File: src/rtl/wb_burst_master_if.sv
// Command and Wishbone B3 bundle for wb_burst_master.
// master: the burst engine; slave: the command source plus the bus slave.
interface wb_burst_master_if #(
  parameter int dw = 32,
  parameter int aw = 32,
  parameter int LW = 8
);
  logic            cmd_valid_i;
  logic            cmd_ready_o;
  logic            cmd_we_i;
  logic [aw-1:0]   cmd_adr_i;
  logic [LW-1:0]   cmd_len_i;
  logic [1:0]      cmd_bte_i;
  logic [dw-1:0]   cmd_seed_i;
  logic [aw-1:0]   wb_adr_o;
  logic [dw-1:0]   wb_dat_o;
  logic [dw/8-1:0] wb_sel_o;
  logic            wb_we_o;
  logic            wb_cyc_o;
  logic            wb_stb_o;
  logic [2:0]      wb_cti_o;
  logic [1:0]      wb_bte_o;
  logic [dw-1:0]   wb_dat_i;
  logic            wb_ack_i;
  logic            wb_err_i;
  logic            wb_rty_i;
  logic            done_o;
  logic            bus_err_o;
  logic [LW:0]     mism_cnt_o;

  modport master (
    input  cmd_valid_i, cmd_we_i, cmd_adr_i,
    input  cmd_len_i, cmd_bte_i, cmd_seed_i,
    input  wb_dat_i, wb_ack_i, wb_err_i, wb_rty_i,
    output cmd_ready_o,
    output wb_adr_o, wb_dat_o, wb_sel_o, wb_we_o,
    output wb_cyc_o, wb_stb_o, wb_cti_o, wb_bte_o,
    output done_o, bus_err_o, mism_cnt_o
  );

  modport slave (
    output cmd_valid_i, cmd_we_i, cmd_adr_i,
    output cmd_len_i, cmd_bte_i, cmd_seed_i,
    output wb_dat_i, wb_ack_i, wb_err_i, wb_rty_i,
    input  cmd_ready_o,
    input  wb_adr_o, wb_dat_o, wb_sel_o, wb_we_o,
    input  wb_cyc_o, wb_stb_o, wb_cti_o, wb_bte_o,
    input  done_o, bus_err_o, mism_cnt_o
  );
endinterface

File: src/rtl/wb_burst_master.sv
// Wishbone B3 burst master: one valid/ready command -> one CTI/BTE cycle.
// Ports: wb_clk_i, wb_rst_n_i (async low), bus (wb_burst_master_if.master):
//   cmd_* command in, wb_* bus, done_o / bus_err_o / mism_cnt_o status.
// Writes send seed+k on beat k; reads compare against the same pattern.
// Option: WB_BURST_MASTER_TIMEOUT_EN adds an ack watchdog of TIMEOUT cycles.
module wb_burst_master #(
  parameter int dw      = 32,
  parameter int aw      = 32,
  parameter int LW      = 8,
  parameter int TIMEOUT = 64
) (
  input  logic              wb_clk_i,
  input  logic              wb_rst_n_i,
  wb_burst_master_if.master bus
);

  localparam int            BS   = $clog2(dw/8);
  localparam logic [aw-1:0] STEP = aw'(dw/8);

  typedef enum logic [2:0] {
    S_RST,
    S_IDLE,
    S_BUS,
    S_RETRY,
    S_DONE
  } state_t;

  state_t state, state_nx;

  logic          we_q;
  logic [aw-1:0] adr_q;
  logic [LW-1:0] len_q;
  logic [LW-1:0] beat_q;
  logic [1:0]    bte_q;
  logic [dw-1:0] seed_q;
  logic          berr_q;
  logic [LW:0]   mism_q;

  logic          in_bus;
  logic          accept;
  logic          last;
  logic          hit_err;
  logic          hit_rty;
  logic          hit_ack;
  logic          tmo;
  logic          abort;
  logic [dw-1:0] pat;
  logic [aw-1:0] wrap_msk;
  logic [aw-1:0] adr_inc;
  logic [aw-1:0] adr_nx;

  assign in_bus  = state == S_BUS;
  assign accept  = (state == S_IDLE) && bus.cmd_valid_i;
  assign last    = beat_q == len_q;
  // err beats rty beats ack
  assign hit_err = in_bus && bus.wb_err_i;
  assign hit_rty = in_bus && bus.wb_rty_i && !bus.wb_err_i;
  assign hit_ack = in_bus && bus.wb_ack_i
                 && !bus.wb_err_i && !bus.wb_rty_i;
  assign abort   = hit_err || tmo;
  assign pat     = seed_q + dw'(beat_q);

  // Bits covered by the mask step; the rest hold (wrap bursts).
  always_comb begin
    wrap_msk = '1;
    unique case (bte_q)
      2'b01:   wrap_msk = aw'(3) << BS;
      2'b10:   wrap_msk = aw'(7) << BS;
      2'b11:   wrap_msk = aw'(15) << BS;
      default: wrap_msk = '1;
    endcase
  end

  assign adr_inc = adr_q + STEP;
  assign adr_nx  = (adr_q & ~wrap_msk) | (adr_inc & wrap_msk);

`ifdef WB_BURST_MASTER_TIMEOUT_EN
  localparam int TW = $clog2(TIMEOUT + 1);

  logic [TW-1:0] tmo_cnt;
  logic          quiet;

  assign quiet = in_bus && !bus.wb_ack_i
               && !bus.wb_err_i && !bus.wb_rty_i;
  assign tmo   = quiet && (tmo_cnt == TW'(TIMEOUT - 1));

  always_ff @(posedge wb_clk_i or negedge wb_rst_n_i) begin
    if (!wb_rst_n_i) begin
      tmo_cnt <= '0;
    end else if (accept || (in_bus && !quiet)) begin
      tmo_cnt <= '0;
    end else if (quiet) begin
      tmo_cnt <= tmo_cnt + 1'b1;
    end
  end
`else
  assign tmo = 1'b0;
`endif

  always_ff @(posedge wb_clk_i or negedge wb_rst_n_i) begin
    if (!wb_rst_n_i) state <= S_RST;
    else             state <= state_nx;
  end

  always_comb begin
    state_nx        = state;
    bus.cmd_ready_o = 1'b0;
    bus.wb_cyc_o    = 1'b0;
    bus.wb_stb_o    = 1'b0;
    bus.wb_we_o     = 1'b0;
    bus.wb_adr_o    = '0;
    bus.wb_dat_o    = '0;
    bus.wb_cti_o    = 3'b000;
    bus.wb_bte_o    = 2'b00;
    bus.done_o      = 1'b0;
    unique case (state)
      S_RST: state_nx = S_IDLE;
      S_IDLE: begin
        bus.cmd_ready_o = 1'b1;
        if (bus.cmd_valid_i) state_nx = S_BUS;
      end
      S_BUS: begin
        bus.wb_cyc_o = 1'b1;
        bus.wb_stb_o = 1'b1;
        bus.wb_we_o  = we_q;
        bus.wb_adr_o = adr_q;
        bus.wb_dat_o = we_q ? pat : '0;
        bus.wb_bte_o = bte_q;
        if (len_q == '0) bus.wb_cti_o = 3'b000;
        else if (last)   bus.wb_cti_o = 3'b111;
        else             bus.wb_cti_o = 3'b010;
        if (abort)                state_nx = S_DONE;
        else if (hit_rty)         state_nx = S_RETRY;
        else if (hit_ack && last) state_nx = S_DONE;
      end
      S_RETRY: state_nx = S_BUS;
      S_DONE: begin
        bus.done_o = 1'b1;
        state_nx   = S_IDLE;
      end
      default: state_nx = S_IDLE;
    endcase
  end

  always_ff @(posedge wb_clk_i or negedge wb_rst_n_i) begin
    if (!wb_rst_n_i) begin
      we_q   <= 1'b0;
      adr_q  <= '0;
      len_q  <= '0;
      beat_q <= '0;
      bte_q  <= 2'b00;
      seed_q <= '0;
      berr_q <= 1'b0;
      mism_q <= '0;
    end else if (accept) begin
      we_q   <= bus.cmd_we_i;
      adr_q  <= bus.cmd_adr_i;
      len_q  <= bus.cmd_len_i;
      beat_q <= '0;
      bte_q  <= bus.cmd_bte_i;
      seed_q <= bus.cmd_seed_i;
      berr_q <= 1'b0;
      mism_q <= '0;
    end else begin
      if (abort) berr_q <= 1'b1;
      if (hit_ack) begin
        beat_q <= beat_q + 1'b1;
        adr_q  <= adr_nx;
        if (!we_q && bus.wb_dat_i != pat && mism_q != '1)
          mism_q <= mism_q + 1'b1;
      end
    end
  end

  assign bus.wb_sel_o   = '1;
  assign bus.bus_err_o  = berr_q;
  assign bus.mism_cnt_o = mism_q;

endmodule

File: src/flat_wrapper.sv
// flat-port wrapper written by rule: the top's interface ports become plain ports
module wb_burst_master_flat 
#(
  parameter int dw      = 32,
  parameter int aw      = 32,
  parameter int LW      = 8,
  parameter int TIMEOUT = 64
)
  (wb_clk_i, wb_rst_n_i, bus_cmd_valid_i, bus_cmd_we_i, bus_cmd_adr_i, bus_cmd_len_i, bus_cmd_bte_i, bus_cmd_seed_i, bus_wb_dat_i, bus_wb_ack_i, bus_wb_err_i, bus_wb_rty_i, bus_cmd_ready_o, bus_wb_adr_o, bus_wb_dat_o, bus_wb_sel_o, bus_wb_we_o, bus_wb_cyc_o, bus_wb_stb_o, bus_wb_cti_o, bus_wb_bte_o, bus_done_o, bus_bus_err_o, bus_mism_cnt_o);
  wb_burst_master_if #(.dw(dw), .aw(aw), .LW(LW)) bus_i ();
  input  logic wb_clk_i;
  input  logic wb_rst_n_i;
  input wire logic [$bits(bus_i.cmd_valid_i)-1:0] bus_cmd_valid_i;
  input wire logic [$bits(bus_i.cmd_we_i)-1:0] bus_cmd_we_i;
  input wire logic [$bits(bus_i.cmd_adr_i)-1:0] bus_cmd_adr_i;
  input wire logic [$bits(bus_i.cmd_len_i)-1:0] bus_cmd_len_i;
  input wire logic [$bits(bus_i.cmd_bte_i)-1:0] bus_cmd_bte_i;
  input wire logic [$bits(bus_i.cmd_seed_i)-1:0] bus_cmd_seed_i;
  input wire logic [$bits(bus_i.wb_dat_i)-1:0] bus_wb_dat_i;
  input wire logic [$bits(bus_i.wb_ack_i)-1:0] bus_wb_ack_i;
  input wire logic [$bits(bus_i.wb_err_i)-1:0] bus_wb_err_i;
  input wire logic [$bits(bus_i.wb_rty_i)-1:0] bus_wb_rty_i;
  output wire logic [$bits(bus_i.cmd_ready_o)-1:0] bus_cmd_ready_o;
  output wire logic [$bits(bus_i.wb_adr_o)-1:0] bus_wb_adr_o;
  output wire logic [$bits(bus_i.wb_dat_o)-1:0] bus_wb_dat_o;
  output wire logic [$bits(bus_i.wb_sel_o)-1:0] bus_wb_sel_o;
  output wire logic [$bits(bus_i.wb_we_o)-1:0] bus_wb_we_o;
  output wire logic [$bits(bus_i.wb_cyc_o)-1:0] bus_wb_cyc_o;
  output wire logic [$bits(bus_i.wb_stb_o)-1:0] bus_wb_stb_o;
  output wire logic [$bits(bus_i.wb_cti_o)-1:0] bus_wb_cti_o;
  output wire logic [$bits(bus_i.wb_bte_o)-1:0] bus_wb_bte_o;
  output wire logic [$bits(bus_i.done_o)-1:0] bus_done_o;
  output wire logic [$bits(bus_i.bus_err_o)-1:0] bus_bus_err_o;
  output wire logic [$bits(bus_i.mism_cnt_o)-1:0] bus_mism_cnt_o;
  assign bus_i.cmd_valid_i = bus_cmd_valid_i;
  assign bus_i.cmd_we_i = bus_cmd_we_i;
  assign bus_i.cmd_adr_i = bus_cmd_adr_i;
  assign bus_i.cmd_len_i = bus_cmd_len_i;
  assign bus_i.cmd_bte_i = bus_cmd_bte_i;
  assign bus_i.cmd_seed_i = bus_cmd_seed_i;
  assign bus_i.wb_dat_i = bus_wb_dat_i;
  assign bus_i.wb_ack_i = bus_wb_ack_i;
  assign bus_i.wb_err_i = bus_wb_err_i;
  assign bus_i.wb_rty_i = bus_wb_rty_i;
  assign bus_cmd_ready_o = bus_i.cmd_ready_o;
  assign bus_wb_adr_o = bus_i.wb_adr_o;
  assign bus_wb_dat_o = bus_i.wb_dat_o;
  assign bus_wb_sel_o = bus_i.wb_sel_o;
  assign bus_wb_we_o = bus_i.wb_we_o;
  assign bus_wb_cyc_o = bus_i.wb_cyc_o;
  assign bus_wb_stb_o = bus_i.wb_stb_o;
  assign bus_wb_cti_o = bus_i.wb_cti_o;
  assign bus_wb_bte_o = bus_i.wb_bte_o;
  assign bus_done_o = bus_i.done_o;
  assign bus_bus_err_o = bus_i.bus_err_o;
  assign bus_mism_cnt_o = bus_i.mism_cnt_o;
  wb_burst_master #(.dw(dw), .aw(aw), .LW(LW), .TIMEOUT(TIMEOUT)) u_core (.wb_clk_i(wb_clk_i), .wb_rst_n_i(wb_rst_n_i), .bus(bus_i));
endmodule
File: config.mk
export PLATFORM = sky130hd
export DESIGN_NAME = wb_burst_master_flat
export DESIGN_NICKNAME = d
export VERILOG_FILES = /design/src/rtl/wb_burst_master_if.sv /design/src/rtl/wb_burst_master.sv /design/src/flat_wrapper.sv
export SDC_FILE = /design/constraint.sdc
export NUM_CORES = 1
export LEC_CHECK = 0
export ABC_AREA = 1
export BUFFER_PORTS_ARGS = -buffer_cell sky130_fd_sc_hd__buf_2
export CAP_MARGIN = 20
export CORE_MARGIN = 2
export CORE_UTILIZATION = 54
export CTS_CLUSTER_SIZE = 28
export DETAILED_ROUTE_END_ITERATION = 7
export PLACE_DENSITY_LB_ADDON = 0.05
export SLEW_MARGIN = 20
export SYNTH_ARGS = -nofsm -noshare
export SYNTH_HDL_FRONTEND = slang
export SYNTH_SLANG_ARGS = --single-unit
export TNS_END_PERCENT = 10
File: constraint.sdc
create_clock -name wb_clk_i -period 2.8 [get_ports wb_clk_i]
set_input_delay 0.42 -clock wb_clk_i [delete_from_list [all_inputs] [get_ports wb_clk_i]]
set_output_delay 0.42 -clock wb_clk_i [all_outputs]
set_load 0.02 [all_outputs]
==> out/metrics.csv <==
stage,metric,value,unit
clock_tree,postCtsHoldBufs,0,
yosys,synth_common_cells,"nand2_1 (357), inv_1 (159), nand3_1 (117)",
cells_and_area,drive_above_1_share,0.254,
clock_tree,cts_buffer_depth,2,
floorplan,fp.coreArea,0.0132,mm2
yosys,synth_edf_count,0,
clock_tree,clock_sinks,96,
global_routing,globalRouteOverflowTotal,0,
global_routing,grt_usage,0.303,
yosys,ys_seq_area_frac,0.328,
detailed_routing,avgViaCountPerCell,5.35,
yosys,synth_async_sr_flop_share,1.00,
sta,fin_skew,4.86,ps
detailed_routing,drt_first_pass_iters,6,
cells_and_area,instances_no_fill,1524,
setup_path,cp_slowest_cell,fa_2,
power,power_density,874,mW/mm2
setup_path,worstPathMaxFanout,4,
yosys,synth-simple-area-share,0.408,
sta,hold_viol,0,
global_routing,antenna_found_initial,1,
sta,rsz0062_at_grt,yes,
global_routing,grt_pass1_wl,35400,um
setup_path,crit_buf_inv,3,
cells_and_area,area_growth,29.2,%
placement,dp_cells,1496,
sta,relSlewSlack,0.476,
yosys,syn-cell-area,0.00733,mm2
setup_path,crit_path_start_kind,flop,
cells_and_area,antenna_cells,0,
yosys,ys_seq_elements,96,
yosys,synthCells,1134,
yosys,ys.flop_type,dfrtp_1,
yosys,synth_top_area_cell,dfrtp_1,
hold_path,hold_class,in2async,
clock_tree,clock_latency,360,ps
global_routing,first_global_vias,7747,
yosys,synthDistinctLibCells,45,
yosys,synth_compound_area_frac,0.0908,
setup_path,critical_path.max_stage_delay,420,ps
power,peakVddDrop,0.000540,V
floorplan,initial_core_util,0.553,
floorplan,fp.dieW,121,um
setup_path,crit_chain,ha_2 > inv_2 > fa_2 > inv_4 > nand3_4 > nand3_4 > nand2_4 > nand2_4 > nand2_4 > nand2_4 > nand3_4 > a21oi_2 > buf_4,
cells_and_area,nNetsFinal,1471,
detailed_routing,vias,8148,
yosys,synth_top_area_share,0.328,
power,leakagePower,5.04,nW
setup_path,end_kind,output pin,
outcome,status,finished with violations,
setup_path,cp_top_family,adder cells,
placement,io_buffer_count,196,
yosys,synthAdderAreaFrac,0.0266,
clock_tree,cts_root_buf,clkbuf_16,
floorplan,ioPinCount,201,
sta,period_needed,2820,ps
job,maxCapViolations,0,
yosys,postSynthAreaPerCell,6.46,um2
setup_path,cp_data_required_time,2380,ps
global_routing,grt_start_max_net_pins,63,
floorplan,die_h,121,um
clock_tree,htreeDepth,3,
floorplan,fp.dieArea,0.0145,mm2
placement,gp_congestion,1.00,
floorplan,rows,42,
setup_path,critPathKind,reg2out,
sta,max_freq,355,MHz
detailed_routing,antenna_left,0,
detailed_routing,drt-met1-wl,9500,um
outcome,violations,setup timing,
placement,hpwl,16400,um
yosys,ys_warn_count,0,
sta,fin_crit_sh,1.01,
yosys,synthMuxAreaShare,0,
detailed_routing,top_layer,met5,
sta,max_slew.worst_pin.slew,783,ps
yosys,synthXorXnorAreaFrac,0.0428,
clock_tree,cts.clk_slew.worst_paths,70,ps
detailed_routing,wl_met2,10800,um
clock_tree,cts_tree,built,
sta,fin_ws,-15.7,ps
detailed_routing,wl,22400,um
sta,setup_violations,2,
setup_path,cp_common_cell,nand2_4,
yosys,ys_top_cells_by_area,"dfrtp_1 (33%), nand2_1 (18%), inv_1 (8.1%)",
detailed_routing,drt_drc_violations_left,0,
clock_tree,numCtsBuffers,9,
sta,slew_viol_final,0,
detailed_routing,wl_per_cell,14.7,um
sta,setup_tns,-20.3,ps
yosys,synth_most_common_cell,nand2_1,
setup_path,crit_arrival,2400,ps
detailed_routing,met3_length,1360,um
detailed_routing,drt-initial-drc-count,539,
yosys,synth_top_family_by_area,simple AND/OR/NAND/NOR gates,
## cells in the final DEF (no fill, tap or decap), drive strengths merged, types with 2 or more instances in the layout
cell type,instances
nand2,369
buf,226
inv,164
nand3,122
nor2,114
dfrtp,96
o21ai,51
a21oi,37
nand4,27
nor3,27
xor2,26
o211ai,20
nand3b,15
ha,14
clkbuf,10
conb,4
o22ai,3
nor4,2
xnor3,2
xnor2,2
bufinv,2
clkinv,2
## cell type report
class | count | area, um2
Timing Repair Buffer | 226 | 1270
Sequential cell | 96 | 2400
Multi-Input combinational cell | 848 | 4610
Clock buffer | 10 | 239
Fill cell | 1228 | 3770
Tap cell | 176 | 220
Clock inverter | 6 | 110
Inverter | 162 | 611
## per-stage QoR
| step | hold WS (ps) | worst slack, ps | area [um2] | util | total power, mW |
|---|---|---|---|---|---|
| floorplan | 124 | 331 | 7340 | - | 5.27 |
| global placement | 461 | -22.1 | 8580 | 0.648 | 6.46 |
| detailed placement | 462 | -109 | 8580 | 0.648 | 6.52 |
| CTS | 77.3 | -25.1 | 8990 | 0.679 | 8.03 |
| global route | 114 | -180 | 9470 | 0.715 | 8.93 |
| finish | 65.7 | -15.7 | 9470 | 0.715 | 8.27 |
## layer usage
metal	GRT usage	vias up
met2	0.521	295
met5	0	-
met1	0.377	3737
met3	0.0505	50
met4	0.129	2
li1	-	4064
## path summary, 6_finish.rpt
path / start / to / slack (ps) / cells past startpoint
worst min register to register: u_core.bus.bus_err_o / u_core.bus.bus_err_o / 530 / 2
worst max-delay path: u_core.seed_q[0] / bus_wb_dat_o[30] / -20 / 13
worst min-delay path: wb_rst_n_i / u_core.seed_q[8] / 70 / 1
worst max register to register: u_core.seed_q[0] / u_core.bus.mism_cnt_o[2] / 30 / 20
min in group wb_clk_i: bus_cmd_seed_i[4] / u_core.seed_q[4] / 260 / 3
max in group asynchronous: wb_rst_n_i / async pin / 2020 / 2
## logic make-up after synthesis
family	Yosys count
AO/OA/AOI/OAI	118
XOR/XNOR	31
adder cells (fa/ha/maj)	15
buffers and inverters	195
flip-flops	96
other	1
AND/OR/NAND/NOR	678
## worst reg2reg max path, delay by kind of cell (launching register included)
kind	cells	cell delay (ps)
and+or+nand+nor	14	1310
adders and majority gates	2	620
DFF	1	370
buffers and inverters	3	280
AOI/OAI and AO/OA	1	150
## repair_timing
item	4_1_cts	5_1_grt
cloned	0	2
buffers inserted	0	10
gates resized for setup	16	88
endpoints found under the setup margin	19	31
pin swaps	1	42
## power breakdown
group          total (mW)  leakage [nW]  switching (mW)  internal (mW)
registers            2.56          1.19           0.591           1.97
clock network        1.45         0.171           0.614          0.835
logic                4.27          3.67            2.76           1.51
total                8.27          5.04            3.96           4.31
Note: power is estimated with default switching activity, not from simulation.
